$ cat config.mk
export PLATFORM = sky130hd
export DESIGN_NAME = decode_issue
export DESIGN_NICKNAME = d
export VERILOG_FILES = /design/src/rtl/decode_issue.sv
export SDC_FILE = /design/constraint.sdc
export NUM_CORES = 1
export LEC_CHECK = 0
export CAP_MARGIN = 20
export CELL_PAD_IN_SITES_DETAIL_PLACEMENT = 0
export CELL_PAD_IN_SITES_GLOBAL_PLACEMENT = 1
export CORE_AREA = 5 5 120 122
export CTS_CLUSTER_SIZE = 10
export DETAILED_ROUTE_END_ITERATION = 10
export DIE_AREA = 0 0 125 127
export PLACE_DENSITY_LB_ADDON = 0.1
export SYNTH_ARGS = -nofsm -noshare
export SYNTH_HDL_FRONTEND = slang
export SYNTH_SLANG_ARGS = --single-unit
$ cat constraint.sdc
create_clock -name clk -period 3.3 [get_ports clk]
set_input_delay 0.495 -clock clk [delete_from_list [all_inputs] [get_ports clk]]
set_output_delay 0.495 -clock clk [all_outputs]
set_load 0.005 [all_outputs]
$ cat src/rtl/decode_issue.sv
// decode_issue: decode/issue stage in front of a 16-entry register file.
// Holds one instruction in decode (D) and one issued instruction (E).
// A pending-write scoreboard stalls D until its sources and destination are free.
// The register file read addresses are steered so that E's operands arrive
// one cycle after issue. While execute stalls, they are held on E's fields.
module decode_issue #(
    parameter int ADDR_WIDTH = 4
) (
    input  logic                       clk,
    input  logic                       rst_n,
    input  logic                       in_valid,
    output logic                       in_ready,
    input  logic [31:0]                in_instr,
    output logic [ADDR_WIDTH-1:0]      rn_a,
    output logic [ADDR_WIDTH-1:0]      rm_a,
    output logic                       out_valid,
    input  logic                       out_ready,
    output logic [31:0]                out_instr,
    output logic                       out_wr,
    input  logic                       wb_valid,
    input  logic [ADDR_WIDTH-1:0]      wb_addr,
    input  logic                       flush,
    output logic                       hazard,
    output logic [(1<<ADDR_WIDTH)-1:0] pending
);
    localparam int NREG = 1 << ADDR_WIDTH;

    typedef struct packed {
        logic [ADDR_WIDTH-1:0] rn;
        logic [ADDR_WIDTH-1:0] rd;
        logic [ADDR_WIDTH-1:0] rm;
        logic                  use_rn;
        logic                  use_rm;
        logic                  wr_rd;
    } dec_t;

    // Register usage by instruction class; the condition field is ignored,
    // so a conditional instruction is treated as if it always executes.
    function automatic dec_t decode(input logic [31:0] ins);
        dec_t d;
        d.rn     = ins[16 +: ADDR_WIDTH];
        d.rd     = ins[12 +: ADDR_WIDTH];
        d.rm     = ins[0 +: ADDR_WIDTH];
        d.use_rn = 1'b0;
        d.use_rm = 1'b0;
        d.wr_rd  = 1'b0;
        case (ins[27:26])
            2'b00: begin
                d.use_rn = 1'b1;
                d.use_rm = !ins[25];
                d.wr_rd  = (ins[24:23] != 2'b10);
            end
            2'b01: begin
                d.use_rn = 1'b1;
                d.use_rm = ins[25];
                d.wr_rd  = ins[20];
            end
            default: ;
        endcase
        return d;
    endfunction

    logic        d_valid;
    logic [31:0] d_instr;
    dec_t        d_dec;
    dec_t        e_dec;
    logic        issue;
    logic        accept;
    logic        e_kill;
    logic [NREG-1:0] pending_nxt;

    assign d_dec = decode(d_instr);
    assign e_dec = decode(out_instr);

    // A write-after-write conflict is blocked as well, so at most one write is in flight per register.
    assign hazard = d_valid && ((d_dec.use_rn && pending[d_dec.rn]) ||
                                (d_dec.use_rm && pending[d_dec.rm]) ||
                                (d_dec.wr_rd  && pending[d_dec.rd]));
    assign issue    = d_valid && !hazard && (!out_valid || out_ready) && !flush;
    assign in_ready = !d_valid || issue;
    assign accept   = in_valid && in_ready && !flush;
    // An unconsumed E killed by flush never reaches writeback, so it releases its reservation here.
    assign e_kill   = flush && out_valid && !out_ready && out_wr;

    // Read addresses track the instruction whose data appears at the next edge.
    assign rn_a = issue ? d_dec.rn : e_dec.rn;
    assign rm_a = issue ? d_dec.rm : e_dec.rm;

    // Next scoreboard state: clear first, then set, so that a set takes priority over a clear.
    always_comb begin
        pending_nxt = pending;
        if (wb_valid)
            pending_nxt[wb_addr] = 1'b0;
        if (e_kill)
            pending_nxt[e_dec.rd] = 1'b0;
        if (issue && d_dec.wr_rd)
            pending_nxt[d_dec.rd] = 1'b1;
    end

    // Decode holding register.
    always_ff @(posedge clk or negedge rst_n) begin
        if (!rst_n) begin
            d_valid <= 1'b0;
            d_instr <= '0;
        end else if (flush) begin
            d_valid <= 1'b0;
        end else if (accept) begin
            d_valid <= 1'b1;
            d_instr <= in_instr;
        end else if (issue) begin
            d_valid <= 1'b0;
        end
    end

    // Issue holding register: the fields stay in place after consumption so the held addresses remain stable.
    always_ff @(posedge clk or negedge rst_n) begin
        if (!rst_n) begin
            out_valid <= 1'b0;
            out_instr <= '0;
            out_wr    <= 1'b0;
        end else if (flush) begin
            out_valid <= 1'b0;
            out_wr    <= 1'b0;
        end else if (issue) begin
            out_valid <= 1'b1;
            out_instr <= d_instr;
            out_wr    <= d_dec.wr_rd;
        end else if (out_ready) begin
            out_valid <= 1'b0;
        end
    end

    // Pending-write scoreboard.
    always_ff @(posedge clk or negedge rst_n) begin
        if (!rst_n)
            pending <= '0;
        else
            pending <= pending_nxt;
    end

endmodule

* After elaboration in Yosys (flattened, before gate mapping)
Index checks and enable logic that the tools add are counted.
** Storage, ports and cells
- Output and inout bits :: 60
- Logic and storage cells :: 80
- Bits of input ports :: 42
- Register bits after elaboration :: 83
** Operators by class
- Magnitude comparators :: 8
- Bitwise operators :: 6
- Muxes and demuxes :: 26
- Reduce and logical (&&, ||, !) cells :: 32
- Equal/unequal tests :: 2
** Operators with widths (number)
- two-way mux 16 bit :: 3
- AND 16 bit :: 2
- inverter 16 bit :: 2
- < comparator 4 x 5 -> 1 bit, second input constant :: 5
- logical AND 1 bit :: 16
- bitwise OR 16 bit :: 1
- two-way mux 1 bit :: 14
- binary-select mux 1 bit (select 4 bit) :: 3
- demux 1 bit (select 4 bit) :: 3
- >= comparator 4 x 1 -> 1 bit, second input constant :: 3
- two-way mux 4 bit :: 2
- logical NOT 1 bit :: 6
- one-hot mux 3 bit (2 select lines) :: 1
- nonzero test 3 bit :: 2
- logical OR 1 bit :: 4
- AND reduction 2 bit :: 2
- == test 2 x 1 -> 1 bit, second input constant :: 1
- logical NOT 2 bit :: 1
- inequality test 2 bit, second input constant :: 1
- nonzero test 2 bit :: 1
- inverter 1 bit :: 1

* Depth between registers and ports, before layout
- Depth in word-level cells :: 15
- Gate-level depth with buffers :: 10
- Gate-level depth less buffers :: 6

* Least setup slack after synthesis
Ideal clock, no wire load.
- Kind :: reg2out
- Start :: reg d_instr[0]
- End :: out rm_a[3]
- Data required time :: 2805 ps
- Buffers on the path :: 3
- Stages on the path, launching flop included :: 9
- Path slack :: 478 ps
- Arrival :: 2327 ps
- Path through :: dfrtp_1 -> buf_2 -> mux4_2 -> nor2b_1 -> o311ai_4 -> nand4_2 -> buf_6 -> buf_6 -> mux2_4
** Between the ends
- Longest elaborated chain between the ends :: 11
** Ends and longest elaborated chain
- start: declaration :: line 64 : logic [31:0] d_instr;
- start signal: assignment :: line 109 : d_instr <= in_instr;
- binary-select mux 1 bit (select 4 bit) :: line 77 : (d_dec.use_rm && pending[d_dec.rm]) ||
- two-way mux 1 bit (not written as such) :: line 77
- logical AND 1 bit :: line 77
- logical OR 1 bit :: line 76 : assign hazard = d_valid && ((d_dec.use_rn && pending[d_dec.rn]) ||
- logical OR 1 bit :: line 77
- logical AND 1 bit :: line 76
- logical NOT 1 bit :: line 79 : assign issue = d_valid && !hazard && (!out_valid || out_ready) && !flush;
- logical AND 1 bit (3 in series) :: line 79
- two-way mux 4 bit :: line 87 : assign rm_a = issue ? d_dec.rm : e_dec.rm;
- end: declaration :: line 15 : output logic [ADDR_WIDTH-1:0] rm_a,
Every way passes these cells. The select of a mux whose other input is x is not followed.

* Worst setup path in the final report
- Start :: reg pending[11]
- End :: out rn_a[0]
** Between the ends
- Longest elaborated chain between the ends :: 11
- Elaborated cells between the ends (all ways) :: 17
- Those cells by class :: mux: 7; reduce/logical: 10
** Ends and longest elaborated chain
- start: declaration :: line 24 : output logic [(1<<ADDR_WIDTH)-1:0] pending
- start signal: assignment :: line 138 : pending <= pending_nxt;
- binary-select mux 1 bit (select 4 bit), on equally long branches :: line 76, 77
- two-way mux 1 bit, on equally long branches :: line 76, 77
- logical AND 1 bit, on equally long branches :: line 76, 77
- logical OR 1 bit :: line 76
- logical OR 1 bit * :: line 77
- logical AND 1 bit * :: line 76
- logical NOT 1 bit * :: line 79
- logical AND 1 bit * (3 in series) :: line 79
- two-way mux 4 bit * :: line 86 : assign rn_a = issue ? d_dec.rn : e_dec.rn;
- end: declaration :: line 14 : output logic [ADDR_WIDTH-1:0] rn_a,
Every way passes the cells marked *; elsewhere a longest branch is shown, timed or not. The select of a mux whose other input is x is not followed.

==> flow_summary.html <==
<table>
<tr><th>Metric</th><th>Value</th></tr>
<tr><th colspan="2">STA</th></tr>
<tr><td>Final Setup Violations</td><td>0</td></tr>
<tr><td>Hold WS</td><td>0.2125 ns</td></tr>
<tr><td>Ratio of final minimum period to clock period</td><td>0.9614</td></tr>
<tr><td>Setup TNS</td><td>0 ns</td></tr>
<tr><td>Final hold viol count</td><td>0</td></tr>
<tr><td>Max Slew Vio Count</td><td>0</td></tr>
<tr><td>Worst-Margin Slew</td><td>0.8352 ns</td></tr>
<tr><td>Unrepaired setup endpoints after global routing</td><td>false</td></tr>
<tr><td>Achievable clock frequency</td><td>0.3152 GHz</td></tr>
<tr><td>Final critical-path required period</td><td>3.172 ns</td></tr>
<tr><td>Rel. slew slack</td><td>0.4432</td></tr>
<tr><td>Worst Skew</td><td>0.007647 ns</td></tr>
<tr><td>Final worst setup slack</td><td>0.1275 ns</td></tr>
<tr><th colspan="2">Layout</th></tr>
<tr><td>Number of nets in the finished design</td><td>660</td></tr>
<tr><td>Fraction of final layout cells with drive strength greater than 1</td><td>0.1974</td></tr>
<tr><td>Non-filler instance count after layout</td><td>799</td></tr>
<tr><td>Commonest non-fill, non-tap cells in the layout</td><td>clkdlybuf4s50_1 (91), dfrtp_1 (80), nand3_1 (47), o21ai_0 (47), nand4_1 (42)</td></tr>
<tr><td>N_diodes</td><td>0</td></tr>
<tr><td>Leading cell type in the layout, fill and taps excluded</td><td>clkdlybuf4s50_1</td></tr>
<tr><td>Synth-to-layout area growth</td><td>33.67%</td></tr>
<tr><th colspan="2">Setup path</th></tr>
<tr><td>Sort of element at the end of the critical path</td><td>output pin</td></tr>
<tr><td>Endpoint required time on the critical path</td><td>2.80 ns</td></tr>
<tr><td>Crit path arrival time</td><td>2.68 ns</td></tr>
<tr><td>Critical Setup Path Class</td><td>reg -&gt; out</td></tr>
<tr><td>Worst-path fanout max</td><td>5</td></tr>
<tr><td>Worst setup SP type</td><td>register</td></tr>
<tr><th colspan="2">Clock network</th></tr>
<tr><td>Num CTS Buffers</td><td>9</td></tr>
<tr><td>Clock tree from TritonCTS</td><td>done</td></tr>
<tr><td>Clk_lat worst skew</td><td>0.35 ns</td></tr>
<tr><td>Buffers from clock root to sink, at most</td><td>2</td></tr>
<tr><td>H-tree lvl count</td><td>3</td></tr>
<tr><td>Buffer type at the clock tree root</td><td>clkbuf_16</td></tr>
<tr><td>Reg clk slew, reported paths</td><td>0.07 ns</td></tr>
<tr><td>Clock sinks</td><td>83</td></tr>
<tr><td>Cts-stage hold buffer count</td><td>0</td></tr>
<tr><th colspan="2">Drt</th></tr>
<tr><td>Post-route ant nets</td><td>0</td></tr>
<tr><td>Count of unresolved DRC violations after routing</td><td>0</td></tr>
<tr><td>Count of vias placed by the detailed router</td><td>4798</td></tr>
<tr><td>Initial DRC Count</td><td>390</td></tr>
<tr><td>DRT Pass-1 Iters</td><td>5</td></tr>
<tr><td>Average detailed-routed wire length per instance</td><td>22.05 um</td></tr>
<tr><td>Via count normalized by instance count</td><td>6.005</td></tr>
<tr><td>Total wire length after detailed routing</td><td>17620 um</td></tr>
<tr><th colspan="2">Power and ir drop</th></tr>
<tr><td>Power density normalized to cell area</td><td>972.3 mW/mm^2</td></tr>
<tr><td>Switching share of power</td><td>0.3930</td></tr>
<tr><td>Internal power component</td><td>4.052 mW</td></tr>
<tr><td>Power Total</td><td>6.675 mW</td></tr>
<tr><td>Worst vdd ir</td><td>0.4622 mV</td></tr>
<tr><td>Static Leak</td><td>2.748 nW</td></tr>
<tr><td>Comb power frac</td><td>0.503</td></tr>
<tr><td>Switching power total</td><td>2.624 mW</td></tr>
<tr><td>Power share of the sequential group</td><td>0.306</td></tr>
<tr><td>Clock network fraction of design power</td><td>0.191</td></tr>
<tr><th colspan="2">Synthesis</th></tr>
<tr><td>Synthesized flop and latch total</td><td>83</td></tr>
<tr><td>Mean area per synthesized cell</td><td>9.973 um^2</td></tr>
<tr><td>Post-Syn Instances</td><td>515</td></tr>
<tr><td>Fraction of the yosys area taken by sequential cells</td><td>0.4044</td></tr>
<tr><td>Post-Synthesis Cell Area</td><td>0.005136 mm^2</td></tr>
<tr><td>Post-synthesis cell type count</td><td>42</td></tr>
<tr><td>Most frequently used flop master after synthesis</td><td>dfrtp_1</td></tr>
<tr><td>Number of warnings reported in the yosys synthesis log</td><td>0</td></tr>
<tr><td>Async set or reset register ratio after synthesis</td><td>1.000</td></tr>
<tr><td>Net count of the mapped netlist</td><td>557</td></tr>
<tr><td>Post-synth EDFFs</td><td>0</td></tr>
<tr><th colspan="2">Floorplan</th></tr>
<tr><td>Total core area</td><td>0.01309 mm^2</td></tr>
<tr><td>Die height</td><td>127 um</td></tr>
<tr><td>DIE AREA</td><td>0.01588 mm^2</td></tr>
<tr><td>Starting density of the core</td><td>0.3925</td></tr>
<tr><td>DIE WIDTH</td><td>125 um</td></tr>
<tr><td>Io pins</td><td>102</td></tr>
<tr><td>Number of standard-cell rows in the floorplan</td><td>42</td></tr>
<tr><th colspan="2">Global routing</th></tr>
<tr><td>First-pass GRT wire length</td><td>27490 um</td></tr>
<tr><td>Gr usage total</td><td>0.2175</td></tr>
<tr><td>Antenna violations before repair</td><td>0</td></tr>
<tr><td>Via count of the first global-routing pass</td><td>4728</td></tr>
<tr><td>Largest net degree at the start of global routing</td><td>65</td></tr>
<tr><td>Final global-route overflow total</td><td>0</td></tr>
<tr><th colspan="2">Place</th></tr>
<tr><td>Half-perimeter wire length after placement</td><td>11930 um</td></tr>
<tr><td>Routability Congestion</td><td>0.9434</td></tr>
<tr><td>Count of input and output buffers</td><td>101</td></tr>
<tr><td>Dpl cells</td><td>773</td></tr>
<tr><td>Dpl ws</td><td>0.07370 ns</td></tr>
<tr><th colspan="2">Min path</th></tr>
<tr><td>Type of the worst min-delay path</td><td>in -&gt; async</td></tr>
<tr><th colspan="2">Run status</th></tr>
<tr><td>Outcome</td><td>completed</td></tr>
<tr><th colspan="2">Job</th></tr>
<tr><td>Max Cap Violations</td><td>0</td></tr>
</table>
==> logic make-up (layout without fill, tap and decap cells) <==
kind of cell    count (synthesis)  after routing  synth area share
simple gates                  209            209            0.2429
compound gates                109            109            0.1515
flops                          83             83            0.4044
mux                            60             60            0.1537
buf+inv                        53            161           0.04580
xor+xnor                        1              1          0.001706
==> per-stage QoR <==
stage | util | cell area [um^2]
6_report | 0.5247 | 6865
3_5_place_dp | 0.4907 | 6421
4_1_cts | 0.5232 | 6847
5_1_grt | 0.5247 | 6865
3_3_place_gp | 0.4907 | 6421
2_1_floorplan | - | 5136
==> final cells by class <==
type                       count  area (um^2)
clock buffer                  10        229.0
clock inverter                 6        136.4
fill                        1178         6220
inverter                       3        11.26
multi-input combinational    379         2856
sequential                    83         2081
tap                          176        220.2
timing repair buffer         142         1331
==> power groups by stage <==
stage          logic, mW  clock network [mW]  registers [mW]
2_1_floorplan       1.91                   0            1.86
3_3_place_gp        3.33                   0            2.02
3_5_place_dp        3.33                   0            2.06
4_1_cts             3.35                1.29            2.05
5_1_grt             3.62                1.33            2.12
6_report            3.36                1.27            2.04
==> state kept, by name, indices dropped and copies added, names as in the netlist <==
| name | cells |
|---|---|
| out_valid | 1 |
| d_instr | 32 |
| pending | 16 |
| out_instr | 32 |
| d_valid | 1 |
| out_wr | 1 |
==> layer usage <==
| layer | part of all wire | global-route usage |
|---|---|---|
| met1 | 0.46 | 0.3005 |
| met2 | 0.47 | 0.3458 |
| met3 | 0.052 | 0.03965 |
| met4 | 0.022 | 0.07526 |
| met5 | 0 | 0 |
==> worst max-delay path, cell delays in order (launching register included) <==
cell	delay [ns]
dfrtp_2	0.46
mux4_2	0.46
nand2b_1	0.17
nand4b_1	0.13
and4_2	0.27
nand4_4	0.11
buf_4	0.18
mux2_4	0.29
dlygate4sd2_1	0.27
==> Yosys cell counts, drive strengths merged (2+ instances only) <==
cell type	instances	share of area
dfrtp	83	0.40
nand3	47	0.046
o21ai	47	0.046
nand4	43	0.054
mux2	41	0.10
clkbuf	39	0.029
nor3b	33	0.048
a221oi	31	0.053
and2	31	0.038
o221ai	16	0.027
mux2i	14	0.027
nor2	14	0.010
nor2b	12	0.015
buf	11	0.015
nand2	10	0.0073
nand2b	9	0.011
mux4	5	0.022
a22oi	4	0.0058
or2	4	0.0049
inv	3	0.0022
a31oi	2	0.0024
==> path summary, 6_finish.rpt <==
kind                                from             to  slack, ns  cells after the start
max reg2reg                   d_instr[0]         out_wr       0.66                      9
max in group asynchronous          rst_n    d_instr[23]       2.23                      2
min                                rst_n     pending[4]       0.21                      1
min reg2reg                out_instr[29]  out_instr[29]       0.51                      1
max                          pending[11]        rn_a[0]       0.13                      8
min in group clk           out_instr[29]  out_instr[29]       0.51                      1
==> timing repair <==
action,4_1_cts,5_1_grt
buffers inserted,6,4
setup endpoints to repair,8,9
gates resized for setup,10,17
pin swaps,2,2
No activity file was read; power rests on OpenSTA's default activity.
